File: src/rtl/store_buffer.sv
// Store buffer: circular FIFO of pending stores that drains to memory and forwards to loads.
// Optional macro STB_COALESCE_EN merges a store into the youngest matching non-in-flight entry.
module store_buffer #(
  parameter int DEPTH  = 4,
  parameter int ADDR_W = 32,
  parameter int DATA_W = 32
) (
  input  logic                       clk,
  input  logic                       reset,
  input  logic                       st_valid,
  input  logic [ADDR_W-1:0]          st_addr,
  input  logic [DATA_W-1:0]          st_data,
  output logic                       st_ready,
  input  logic                       ld_valid,
  input  logic [ADDR_W-1:0]          ld_addr,
  output logic                       ld_hit,
  output logic [DATA_W-1:0]          ld_data,
  input  logic                       mem_busy,
  output logic                       mem_wr_req,
  output logic [ADDR_W-1:0]          mem_wr_addr,
  output logic [DATA_W-1:0]          mem_wr_data,
  input  logic                       mem_wr_ack,
  output logic [$clog2(DEPTH+1)-1:0] count,
  output logic                       empty
);

  localparam int PW = $clog2(DEPTH);
  localparam int CW = $clog2(DEPTH+1);

  typedef enum logic {IDLE, REQ} drainState_t;

  drainState_t       state;
  logic [ADDR_W-1:0] addrMem [DEPTH];
  logic [DATA_W-1:0] dataMem [DEPTH];
  logic [PW-1:0]     head;
  logic [PW-1:0]     tail;
  logic              push;
  logic              alloc;
  logic              pop;
  logic [CW-1:0]     countNext;
  logic              unusedLdLow;

  function automatic logic [PW-1:0] slotOf(input logic [PW-1:0] base, input int unsigned off);
    return base + PW'(off);
  endfunction

  assign empty       = (count == '0);
  assign mem_wr_req  = (state == REQ);
  assign mem_wr_addr = (state == REQ) ? addrMem[head] : '0;
  assign mem_wr_data = (state == REQ) ? dataMem[head] : '0;
  assign push        = st_valid && st_ready;
  assign pop         = (state == REQ) && mem_wr_ack;
  assign countNext   = count + CW'(alloc) - CW'(pop);
  assign unusedLdLow = ^ld_addr[1:0];

  // Scan oldest to youngest so the last match is the youngest one.
  always_comb begin
    ld_hit  = 1'b0;
    ld_data = '0;
    for (int unsigned i = 0; i < DEPTH; i++) begin
      if (ld_valid && (CW'(i) < count) &&
          addrMem[slotOf(head, i)][ADDR_W-1:2] == ld_addr[ADDR_W-1:2]) begin
        ld_hit  = 1'b1;
        ld_data = dataMem[slotOf(head, i)];
      end
    end
  end

`ifdef STB_COALESCE_EN
  logic          stMatch;
  logic [PW-1:0] stMatchIdx;
  logic          coalesce;

  // The head is excluded only while its write is on the bus.
  always_comb begin
    stMatch    = 1'b0;
    stMatchIdx = '0;
    for (int unsigned i = 0; i < DEPTH; i++) begin
      if ((CW'(i) < count) && !(i == 0 && state == REQ) &&
          addrMem[slotOf(head, i)][ADDR_W-1:2] == st_addr[ADDR_W-1:2]) begin
        stMatch    = 1'b1;
        stMatchIdx = slotOf(head, i);
      end
    end
  end

  assign st_ready = (count < CW'(DEPTH)) || stMatch;
  assign alloc    = push && !stMatch;
  assign coalesce = push && stMatch;
`else
  assign st_ready = (count < CW'(DEPTH));
  assign alloc    = push;
`endif

  always_ff @(posedge clk) begin
    if (!reset && alloc) begin
      addrMem[tail] <= st_addr;
      dataMem[tail] <= st_data;
    end
`ifdef STB_COALESCE_EN
    if (!reset && coalesce) dataMem[stMatchIdx] <= st_data;
`endif
  end

  always_ff @(posedge clk) begin
    if (reset) begin
      head  <= '0;
      tail  <= '0;
      count <= '0;
      state <= IDLE;
    end else begin
      if (alloc) tail <= tail + PW'(1);
      if (pop)   head <= head + PW'(1);
      count <= countNext;
      case (state)
        IDLE: if (count != '0 && !mem_busy) state <= REQ;
        REQ:  if (mem_wr_ack) state <= (countNext != '0 && !mem_busy) ? REQ : IDLE;
        default: state <= IDLE;
      endcase
    end
  end

endmodule

File: config.mk
export PLATFORM = sky130hd
export DESIGN_NAME = store_buffer
export DESIGN_NICKNAME = d
export VERILOG_FILES = /design/src/rtl/store_buffer.sv
export SDC_FILE = /design/constraint.sdc
export NUM_CORES = 1
export LEC_CHECK = 0
export ABC_AREA = 1
export BUFFER_PORTS_ARGS = -buffer_cell sky130_fd_sc_hd__buf_2
export CORE_MARGIN = 1.5
export CORE_UTILIZATION = 30
export DETAILED_ROUTE_END_ITERATION = 7
export GPL_ROUTABILITY_DRIVEN = 1
export PLACE_DENSITY = 0.49
export SETUP_SLACK_MARGIN = 0.05
export SYNTH_ARGS = -nofsm -noshare
export SYNTH_HDL_FRONTEND = slang
export SYNTH_SLANG_ARGS = --single-unit
export TNS_END_PERCENT = 100
File: constraint.sdc
create_clock -name clk -period 4.65 [get_ports clk]
set_input_delay 0.93 -clock clk [delete_from_list [all_inputs] [get_ports clk]]
set_output_delay 0.93 -clock clk [all_outputs]
set_load 0.02 [all_outputs]
======== After elaboration in Yosys (flattened, before gate mapping) ========
Memories as Yosys holds them, arrays and structs flattened. A register that Yosys moved wholly into a read port is not among the register bits.
Index checks and enable logic that the tools add are counted.
storage, ports and cells
  register bits after elaboration ......... 8
  bits in writable memories ............... 256
  input port bits ......................... 102
  word-level logic and storage cells ...... 60
  memories kept ........................... 2
cells by class
  add/subtract/negate cells ............... 6
  order comparisons ....................... 5
  equality and inequality tests ........... 4
  muxes and demuxes ....................... 20
  bitwise gates (word level) .............. 1
  reductions and logical operators ........ 18
memory list
  memory   words  bits a word  rd ports  clocked after Yosys merged registers in  wr ports  RTL line  text
  addrMem  4      32           4         1                                        1         33        logic [ADDR_W-1:0] addrMem [DEPTH];
  dataMem  4      32           4         1                                        1         34        logic [DATA_W-1:0] dataMem [DEPTH];
operators with widths
  cell                 number
  $mux 32              6
  $eq 30x30->1         4
  $logic_and 1x1->1    13
  $mux 1               9
  $mux 2               4
  $lt 1x3->1 const A   2
  $lt 2x3->1 const A   2
  $reduce_bool 3->1    2
  $add 2x1->2 const B  2
  $add 2x2->2 const B  2
  $add 3x1->3          1
  $logic_not 3->1      1
  $lt 3x3->1 const B   1
  $sub 3x1->3          1
  $logic_not 1->1      2
  $pmux 1 s2           1
  $not 1->1            1

======== Longest topological paths before layout ========
Gate-level depths: netlist of run 1.
  depth after elaboration ................. 9
  mapped depth ............................ 20
  depth with buffers taken out ............ 16

======== Worst setup path before layout of run 1 ========
OpenSTA, ideal clock, no wires.
  path type ............................... in2reg
  from .................................... in reset
  to ...................................... mem addrMem[0][0], enable pin
  library setup time ...................... 0.487 ns
  data arrival time ....................... 3.860 ns
  data required time ...................... 4.163 ns
  slack ................................... 0.303 ns
  cell stages on the path ................. 3
  cells stage by stage .................... inv_1 > nand3_1 > nor2_1
between the ends
  longest elaborated chain between the ends .. 4
ends and longest elaborated chain
  what                          RTL line  text
  from (decl)                   9         input logic reset,
  $logic_not 1->1               96        if (!reset && alloc) begin
  $logic_and 1x1->1             96
  $mux 1                        96
  $mux 1 (not written as such)  97        addrMem[tail] <= st_addr;
  to (decl)                     33
No other way between the ends.

======== Final worst setup path of run 1 ========
  from .................................... reg head[0]
  to ...................................... out ld_data[27]
between the ends
  longest elaborated chain between the ends .. 7
  elaborated cells on any way between the ends .. 14
  classes of those cells .................. add/sub: 3; eq/ne: 3; mux: 3; reduce/logical: 3; memory: 2
ends and longest elaborated chain
  what                    RTL line  text
  from (decl)             35        logic [PW-1:0] head;
  from (signal assigned)  113       if (pop) head <= head + PW'(1);
  $add 2x1->2             44        return base + PW'(off);
  $mem_v2 4x32            -
  $eq 30x30->1            62        addrMem[slotOf(head, i)][ADDR_W-1:2] == ld_addr[ADDR_W-1:2]) begin
  $logic_and 1x1->1       61        if (ld_valid && (CW'(i) < count) &&
  $mux 32 (2 in series)   61
  $mux 32 *               61
  to (decl)               17        output logic [DATA_W-1:0] ld_data,
Every way passes the cells marked *; elsewhere a longest branch is shown, timed or not.

==> results of run 1 <==
-- final cells by class --
class	instances	area share, %
antenna	6	0.0680
multi-input combinational	2122	42.2
clock buffer	41	4.07
inverter	235	4.05
clock inverter	22	0.855
timing repair buffer	273	8.27
sequential	266	35.7
tap	837	4.74
-- final timing paths --
kind                                            from                      end  slack (ns)  cells past startpoint
worst min register to register  tail[1]$_SDFFE_PP0P_     tail[1]$_SDFFE_PP0P_        0.53                      2
worst min-delay path            tail[1]$_SDFFE_PP0P_     tail[1]$_SDFFE_PP0P_        0.53                      2
worst max register to register   count[2]$_SDFF_PP0_  dataMem[3][8]$_DFFE_PP_        2.37                      4
worst max-delay path            head[0]$_SDFFE_PP0P_              ld_data[27]        0.17                     16
-- registers in the layout, indices dropped and copies added (netlist names), named ones only --
| register | flops |
|---|---|
| count | 3 |
| head | 2 |
| dataMem | 128 |
| mem_wr_req | 1 |
| tail | 2 |
| addrMem | 128 |
-- per-stage QoR --
stage          instances  instance area [µm²]
2_1_floorplan       2780                18700
3_3_place_gp        3729                20800
4_1_cts             3793                22000
6_report            3802                22100
5_1_grt             3799                22100
3_5_place_dp        3729                20800
-- worst register-to-register path, delay by kind of cell, from the launching register on --
family | cells | cell delay (ns)
buf+inv | 2 | 0.59
flops | 1 | 0.33
simple gates | 2 | 0.95
-- cell families after synthesis --
group                      count (synthesis)  synth area share (%)
xor gates and xnor gates                   4                 0.187
AOI/OAI and AO/OA                        354                  11.0
buffers and inverters                    392                  8.62
and+or+nand+nor                         1755                  37.4
adders and majority gates                  9                 0.642
DFF                                      266                  42.2
-- power groups by stage --
stage | clock network, mW | registers (mW) | logic [mW]
floorplan | 0 | 2.89 | 2.20
CTS | 2.67 | 2.86 | 3.36
detailed placement | 0 | 2.91 | 3.32
global route | 2.75 | 2.87 | 3.80
finish | 2.60 | 2.86 | 3.43
global placement | 0 | 2.91 | 3.29
-- layer usage --
metal | GRT usage, % | vias up | routed length [µm]
li1 | - | 9376 | -
met1 | 29.9 | 9082 | 31600
met2 | 38.3 | 860 | 35200
met3 | 3.93 | 134 | 6580
met4 | 7.44 | 10 | 1950
met5 | 0 | - | 69
-- cells in the final DEF, fill, tap and decap left out, types with 13 or more instances in the layout --
master and n:
nand2_1 1234, nand3_1 279, edfxtp_1 256, inv_1 226, nor2_1 219, buf_2 202, o21ai_0 128, a21oi_1 111
a22oi_1 49, buf_4 44, clkbuf_16 36, a32oi_1 32, o211ai_1 16, buf_12 13
-- timing repair --
action                                  4_1_cts  5_1_grt
buffers inserted                              0        2
resized for setup                            14       22
endpoints found under the setup margin       33       32
pin swaps                                     0        1
cloned                                        1        1
==> results by group, run 1 <==
Route
  • Drt first-iter violations: between 1,500 and 2,000
  • DR pass1 iterations: 6
  • DRT antenna net count: 0
  • Wire per inst: roughly 20 µm
  • Drt via density: 5.12
  • Drt total wl: 75.3 mm
  • DRC: 0
  • Via Count: approximately 19,000

Power
  • Pint: 5.27 mW
  • Total power: 8.89 mW
  • Sequential power share: about 32%
  • VDD IR max: between 200 and 250 µV
  • Sw Share: 40.7%
  • Clock power frac: around 29%
  • Pwr dens: 402 nW/µm²
  • Sw power: 3.62 mW
  • Combinational Power Share: between 30% and 40%
  • Leakage: ~10 nW

Layout
  • Final Util: around 36%
  • Fillers: between 6,000 and 7,000
  • Reg area: roughly 7900 µm²
  • Nets@finish: roughly 3,000
  • Area delta synth->final: 18.1%
  • Share of cells above drive strength 1: between 10% and 20%
  • Multi-input logic area: 9330 µm²

Yosys
  • Top cell type's share of synthesized area: 41.1%
  • Mapped Cells: between 2,000 and 3,000
  • Ys flop type: edfxtp_1
  • Seq/Total Area, Yosys: between 40% and 50%
  • Yosys top cell by area: edfxtp_1
  • YS warnings: 0
  • Most instantiated cells after synthesis: 1,234 x nand2_1, 279 x nand3_1, 256 x edfxtp_1
  • Synth async-reset ratio: 0%
  • Ranking of synthesized cells by area: edfxtp_1 41%, nand2_1 25%, nand3_1 7.5%, inv_1 4.6%, nor2_1 4.5%
  • Syn_area_per_cell: about 6.7 µm²
  • Syn Std Cell Area: roughly 19,000 µm²
  • Count leader, synth: nand2_1
  • Count of cell types in the netlist: 29
  • Syn Nets: approximately 2,900
  • Post-synthesis register bit count: roughly 270
  • Post-synth EDFFs: approximately 260

STA
  • Hold Vio Cnt, Final: 0
  • Setup TNS: 0 ns
  • Slew @ Worst Pin: ~0.73 ns
  • Pins Over Slew Limit: 0
  • Worst relative slew slack: between 50% and 60%
  • Setup Viol. Count Final: 0
  • Hold slack: around 0.53 ns
  • Fmax: ~220 MHz
  • Fin crit period: between 4 and 5 ns
  • RSZ-0062 raised after global routing: false
  • Max Clock Skew: about 0.028 ns
  • Fin crit share: a little over nine tenths
  • Final worst slack: 0.167 ns

Global route
  • Tot GR Track Use: 22.9%
  • Total gr overflow: 0
  • Largest net degree at the start of global routing: 65
  • First-pass GRT wire length: approximately 110 mm
  • Vias in the first global route: 18,135
  • Initial antenna violation count: 12

Floorplanning
  • Die Height: 253 µm
  • Core area: between 60,000 and 70,000 µm²
  • IO Count: ~210
  • Initial core utilization: 30.3%
  • Row Count: 91
  • Die W: between 200 and 300 µm
  • DIE AREA: 63,900 µm²

Setup path
  • CP max stage delay: just under 0.4 ns
  • Crit path kind: flip-flop to primary output
  • CP most frequent cell: nand2_1
  • Slowest cell on the critical path: dfxtp_4
  • Worst EP required: between 3 and 4 ns
  • CP Cell Sequence: inv_4, nand2_4, nand2_8, buf_12, nand2_1, nand2_1, o21ai_1, nor2_1, nand2_1, nor2_1, nand2_1, nor2_4, buf_4, a21oi_1, a21oi_1, buf_2
  • WP buf/inv: 4
  • Type of origin of the critical path: flip-flop
  • Crit path max-delay family: simple AND/OR/NAND/NOR gates
  • Critical Path AT: 3.55 ns
  • Largest fanout on the critical path: 29
  • Critical Path Sink Type: primary output

Hold path
  • Hold WC Path Type: flip-flop to flip-flop

Run status
  • Status: finished, final reports clean

Clock tree
  • Clock buffer depth: 3
  • Clock Sinks: between 200 and 300
  • CTS tree: done
  • CTS root buf: clkbuf_16
  • Clock latency on the worst-skew pair: roughly 0.56 ns
  • Hold-fix buffers at CTS: 0
  • H-tree depth: 2
  • Num CTS Buffers: 35
  • Reg clk slew, reported paths: approximately 0.060 ns

Place
  • GPL Wtd Cong: ~0.92
  • DP Wirelength: around 50 mm
  • Port-buffer cells: a little over 200
  • Pre-CTS WS: approximately 0.46 ns

Job
  • Max cap viols: 0
Note: power is estimated with default switching activity, not from simulation.
==> inputs of run 2 (changes only) <==
Settings changed: CELL_PAD_IN_SITES_DETAIL_PLACEMENT from default to 1, CELL_PAD_IN_SITES_GLOBAL_PLACEMENT from default to 1, CTS_CLUSTER_SIZE from default to 14, PLACE_DENSITY 0.49 to 0.63.
==> results by group, run 2 (synthesized netlist as in run 1, its figures left out) <==
STA
  • Max Clock Skew: approximately 0.023 ns
  • RSZ-0062 raised after global routing: true
  • Hold Vio Cnt, Final: 0
  • Setup TNS: 0 ns
  • Fmax: 219 MHz
  • Fin crit share: between 90% and 100%
  • Hold slack: roughly 0.54 ns
  • Fin crit period: roughly 4.6 ns
  • Setup Viol. Count Final: 0
  • Slew @ Worst Pin: 1.03 ns
  • Pins Over Slew Limit: 0
  • Worst relative slew slack: ~31%

Floorplanning
  • Core area: 61,700 µm²
  • Initial core utilization: 30.3%
  • IO Count: a little over 200
  • Row Count: just over 90
  • DIE AREA: 63,900 µm²
  • Die Height: between 200 and 300 µm
  • Die W: 253 µm

Clock tree
  • CTS tree: done
  • Clock buffer depth: 3
  • Num CTS Buffers: 36
  • Reg clk slew, reported paths: 0.06 ns
  • H-tree depth: 2
  • Hold-fix buffers at CTS: 0
  • Clock latency on the worst-skew pair: 0.60 ns
  • CTS root buf: clkbuf_16
  • Clock Sinks: 266

Route
  • Drt via density: ~5.2
  • Wire per inst: around 22 µm
  • Drt total wl: around 82 mm
  • DRT antenna net count: 0
  • DR pass1 iterations: 5
  • Via Count: between 15,000 and 20,000
  • DRC: 0
  • Drt first-iter violations: around 1,300

Setup path
  • Type of origin of the critical path: flip-flop
  • Worst EP required: about 3.7 ns
  • Critical Path Sink Type: primary output
  • Critical Path AT: 3.63 ns
  • Largest fanout on the critical path: 33
  • Crit path kind: flip-flop to primary output

Layout
  • Area delta synth->final: 19.5%
  • Commonest non-fill, non-tap cell in the layout: nand2_1
  • Nets@finish: roughly 3,100
  • Most frequent cells in the layout: 1,234 x nand2_1, 279 x nand3_1, 256 x edfxtp_1
  • Final instance area: roughly 22,000 µm²
  • Top flop regs: addrMem x128, dataMem x128, count x3
  • Share of cells above drive strength 1: between 10% and 20%

Global route
  • Initial antenna violation count: 10
  • First-pass GRT wire length: roughly 120 mm
  • Total gr overflow: 0
  • Largest net degree at the start of global routing: around 90
  • Tot GR Track Use: approximately 25%
  • Vias in the first global route: 20,502

Power
  • Pwr dens: just over 400 nW/µm²
  • Sw Share: between 40% and 50%
  • Combinational Power Share: between 30% and 40%
  • VDD IR max: 271 µV
  • Pint: 5.30 mW
  • Clock power frac: around 30%
  • Sw power: approximately 3.8 mW
  • Sequential power share: a little under a third
  • Leakage: between 10 and 15 nW

Hold path
  • Hold WC Path Type: flip-flop to flip-flop

Place
  • DP Wirelength: approximately 55 mm
  • Port-buffer cells: between 200 and 250
  • Area post-placement: approximately 21,000 µm²
  • GPL Wtd Cong: approximately 0.86

Run status
  • Status: finished, final reports clean

Job
  • Max cap viols: 0
-- run 2: worst paths after layout --
| check | from | endpoint | slack [ns] | cells past startpoint |
|---|---|---|---|---|
| worst min-delay path | tail[1]$_SDFFE_PP0P_ | tail[1]$_SDFFE_PP0P_ | 0.54 | 2 |
| worst max register to register | count[2]$_SDFF_PP0_ | addrMem[0][4]$_DFFE_PP_ | 2.36 | 4 |
| worst max-delay path | flip-flop | ld_data[16] | 0.09 | 17 |
| worst min register to register | tail[1]$_SDFFE_PP0P_ | tail[1]$_SDFFE_PP0P_ | 0.54 | 2 |
-- run 2: cell type report --
cell class	count	area, µm²
Multi-Input combinational cell	2122	9350
Clock buffer	47	972
Clock inverter	19	150
Antenna cell	3	7.51
Inverter	235	895
Tap cell	837	1050
Fill cell	7840	39400
Timing Repair Buffer	284	2030
Sequential cell	266	7900
-- run 2: per-layer routing --
metal	up-vias	GRT usage, %	part of all wire (%)
met3	151	2.86	4.9
met1	9740	32.0	43
met2	538	44.9	49
li1	9381	-	-
met4	6	9.02	2.9
met5	-	0	0.042
-- run 2: what timing repair did --
item | 4_1_cts | 5_1_grt
pin swaps | 1 | 15
gates resized for setup | 12 | 36
buffers inserted | 8 | 8
cloned | 0 | 3
setup endpoints to repair | 32 | 32
-- run 2: power groups by stage --
stage	combinational [mW]	sequential, mW	clock (mW)
after global placement	3.36	2.90	0
after global routing	3.97	2.86	2.79
after CTS	3.52	2.85	2.72
after detailed placement	3.46	2.91	0
final	3.59	2.85	2.66
after floorplan	2.20	2.89	0
-- run 2: worst max-delay path: stages, from the launching register on --
cell	delay (ns)
dfxtp_4	0.40
clkinv_4	0.12
buf_4	0.26
nand2_1	0.11
nand3_1	0.09
nand2_1	0.23
nand2_1	0.08
nand2_1	0.10
nand3_1	0.14
nor2_1	0.14
nand2_1	0.07
nor2_2	0.21
buf_12	0.27
nand3_1	0.10
nand2_1	0.07
nand3_1	0.07
a21oi_1	0.30
buf_2	0.24
-- run 2: per-stage QoR --
| step | std cells | util (%) | setup WS, ns | power (mW) |
|---|---|---|---|---|
| 2_1_floorplan | 2780 | - | 0.303 | 5.09 |
| 3_3_place_gp | 3725 | 33.7 | 0.436 | 6.26 |
| 3_5_place_dp | 3725 | 33.7 | 0.403 | 6.37 |
| 4_1_cts | 3799 | 35.7 | 0.0770 | 9.08 |
| 5_1_grt | 3812 | 36.2 | 0.0211 | 9.63 |
| 6_report | 3813 | 36.2 | 0.0930 | 9.10 |
==> inputs of run 3 (changes only) <==
Settings changed: CORE_ASPECT_RATIO from default to 0.9.
==> results by group, run 3 (synthesized netlist as in run 1, its figures left out) <==
Run status
  • Status: finished, final reports clean

Place
  • Pre-CTS WS: around 0.44 ns
  • Area post-placement: roughly 21,000 µm²
  • GPL Wtd Cong: between 0.8 and 0.9
  • Port-buffer cells: between 200 and 250
  • DP Wirelength: 54.9 mm

STA
  • Max Clock Skew: around 0.019 ns
  • Setup TNS: 0 ns
  • Fin crit period: 4.45 ns
  • Final worst slack: 0.204 ns
  • Worst relative slew slack: between 30% and 40%
  • Setup Viol. Count Final: 0
  • Pins Over Slew Limit: 0
  • Fmax: between 200 and 250 MHz
  • Hold Vio Cnt, Final: 0
  • RSZ-0062 raised after global routing: false
  • Slew @ Worst Pin: just under 1 ns
  • Fin crit share: around 96%

Floorplanning
  • Core area: between 60,000 and 70,000 µm²
  • Row Count: 86
  • Die W: around 270 µm
  • Die Height: around 240 µm
  • Initial core utilization: a little under a third
  • IO Count: 205
  • DIE AREA: 63,900 µm²

Power
  • Leakage: 10.5 nW
  • Total power: a little over 9 mW
  • Pwr dens: 420 nW/µm²
  • VDD IR max: between 300 and 400 µV

Layout
  • Area delta synth->final: 19.1%
  • Nets@finish: approximately 3,000
  • Multi-input logic area: slightly above 9000 µm²
  • Commonest non-fill, non-tap cell in the layout: nand2_1
  • Fillers: a little under 8,000
  • Top flop regs: addrMem x128, dataMem x128, count x3
  • Final instance area: approximately 22,000 µm²
  • Reg area: roughly 7900 µm²
  • Most frequent cells in the layout: 1,234 x nand2_1, 277 x nand3_1, 256 x edfxtp_1
  • Share of cells above drive strength 1: roughly an eighth

Route
  • Drt via density: approximately 5.3
  • Drt total wl: between 80 and 90 mm
  • DR pass1 iterations: 5
  • Drt first-iter violations: between 1,000 and 1,500
  • Via Count: ~20,000
  • Wire per inst: roughly 22 µm
  • DRC: 0
  • DRT antenna net count: 0

Setup path
  • Critical Path AT: between 3 and 4 ns
  • Crit path kind: flip-flop to primary output
  • Type of origin of the critical path: flip-flop
  • Critical Path Sink Type: primary output
  • Largest fanout on the critical path: 33
  • Worst EP required: 3.72 ns

Clock tree
  • Reg clk slew, reported paths: about 0.05 ns
  • Clock Sinks: between 200 and 300
  • Hold-fix buffers at CTS: 0
  • Clock buffer depth: 3
  • CTS root buf: clkbuf_16
  • CTS tree: done
  • Num CTS Buffers: 37
  • H-tree depth: 2
  • Clock latency on the worst-skew pair: roughly 0.58 ns

Job
  • Max cap viols: 0

Hold path
  • Hold WC Path Type: flip-flop to flip-flop

Global route
  • Vias in the first global route: 20,660
  • Largest net degree at the start of global routing: between 90 and 100
  • Total gr overflow: 0
  • Initial antenna violation count: 13
  • Tot GR Track Use: about a quarter
  • First-pass GRT wire length: between 100 and 150 mm
run 3: cell count changes in the layout (fill, tap and decap cells not counted), sizes merged:
cell,delta
clkbuf,-2
clkinvlp,+2
buf,-17
diode,+3
bufinv,+5
clkinv,-5
inv,+2
run 3: area by class of cell:
| cell class | instances | area share (%) |
|---|---|---|
| multi-input cells | 2122 | 41.8 |
| flip-flops and latches | 266 | 35.4 |
| repair buffers | 269 | 8.33 |
| well taps | 836 | 4.70 |
| clock buffers | 43 | 4.40 |
| inverters | 235 | 4.03 |
| clock inverters | 23 | 1.21 |
| diodes | 6 | 0.0674 |
run 3: stage by stage:
step | std cells | util (%) | hold slack (ns)
floorplan | 2780 | - | 0.490
global placement | 3718 | 33.6 | 0.509
detailed placement | 3718 | 33.6 | 0.548
CTS | 3784 | 35.7 | 0.538
global route | 3796 | 36.2 | 0.561
finish | 3800 | 36.3 | 0.552
run 3: final timing paths:
path	from	end	slack [ns]	cells past startpoint
max	head[0]$_SDFFE_PP0P_	ld_data[6]	0.20	18
min	tail[1]$_SDFFE_PP0P_	tail[1]$_SDFFE_PP0P_	0.55	2
max reg2reg	count[2]$_SDFF_PP0_	addrMem[1][6]$_DFFE_PP_	2.39	4
min reg2reg	tail[1]$_SDFFE_PP0P_	tail[1]$_SDFFE_PP0P_	0.55	2
run 3: where the power goes:
part           leakage (nW)  total, mW  internal [mW]  switching [mW]
clock network         0.604       2.94           1.79            1.15
registers              2.41       2.86           2.77          0.0903
logic                  7.52       3.54          0.990            2.55
run 3: critical path, cell delays in order (launching register included):
cell,delay [ns]
dfxtp_4,0.40
inv_4,0.16
nand2_4,0.13
nand2_4,0.15
buf_12,0.20
nand2_1,0.09
nand2_1,0.06
nand2_1,0.04
nand2_1,0.11
nand3_1,0.09
nor2_1,0.16
nand2_1,0.17
nor2_2,0.23
nand2_2,0.09
buf_12,0.17
nand2_1,0.10
nand3_1,0.07
a21oi_1,0.23
buf_2,0.21
run 3: routing by layer:
metal	GRT usage (%)	vias to the layer above	wire [µm]
li1	-	9364	-
met1	33.1	9864	36400
met2	41.7	584	38300
met3	3.93	167	5160
met4	9.25	10	2700
met5	0	-	66
run 3: timing repair:
action,in CTS,in global routing
resized for setup,13,30
buffers inserted,0,5
pin swaps,0,3
cloned,0,5
setup endpoints to repair,33,32
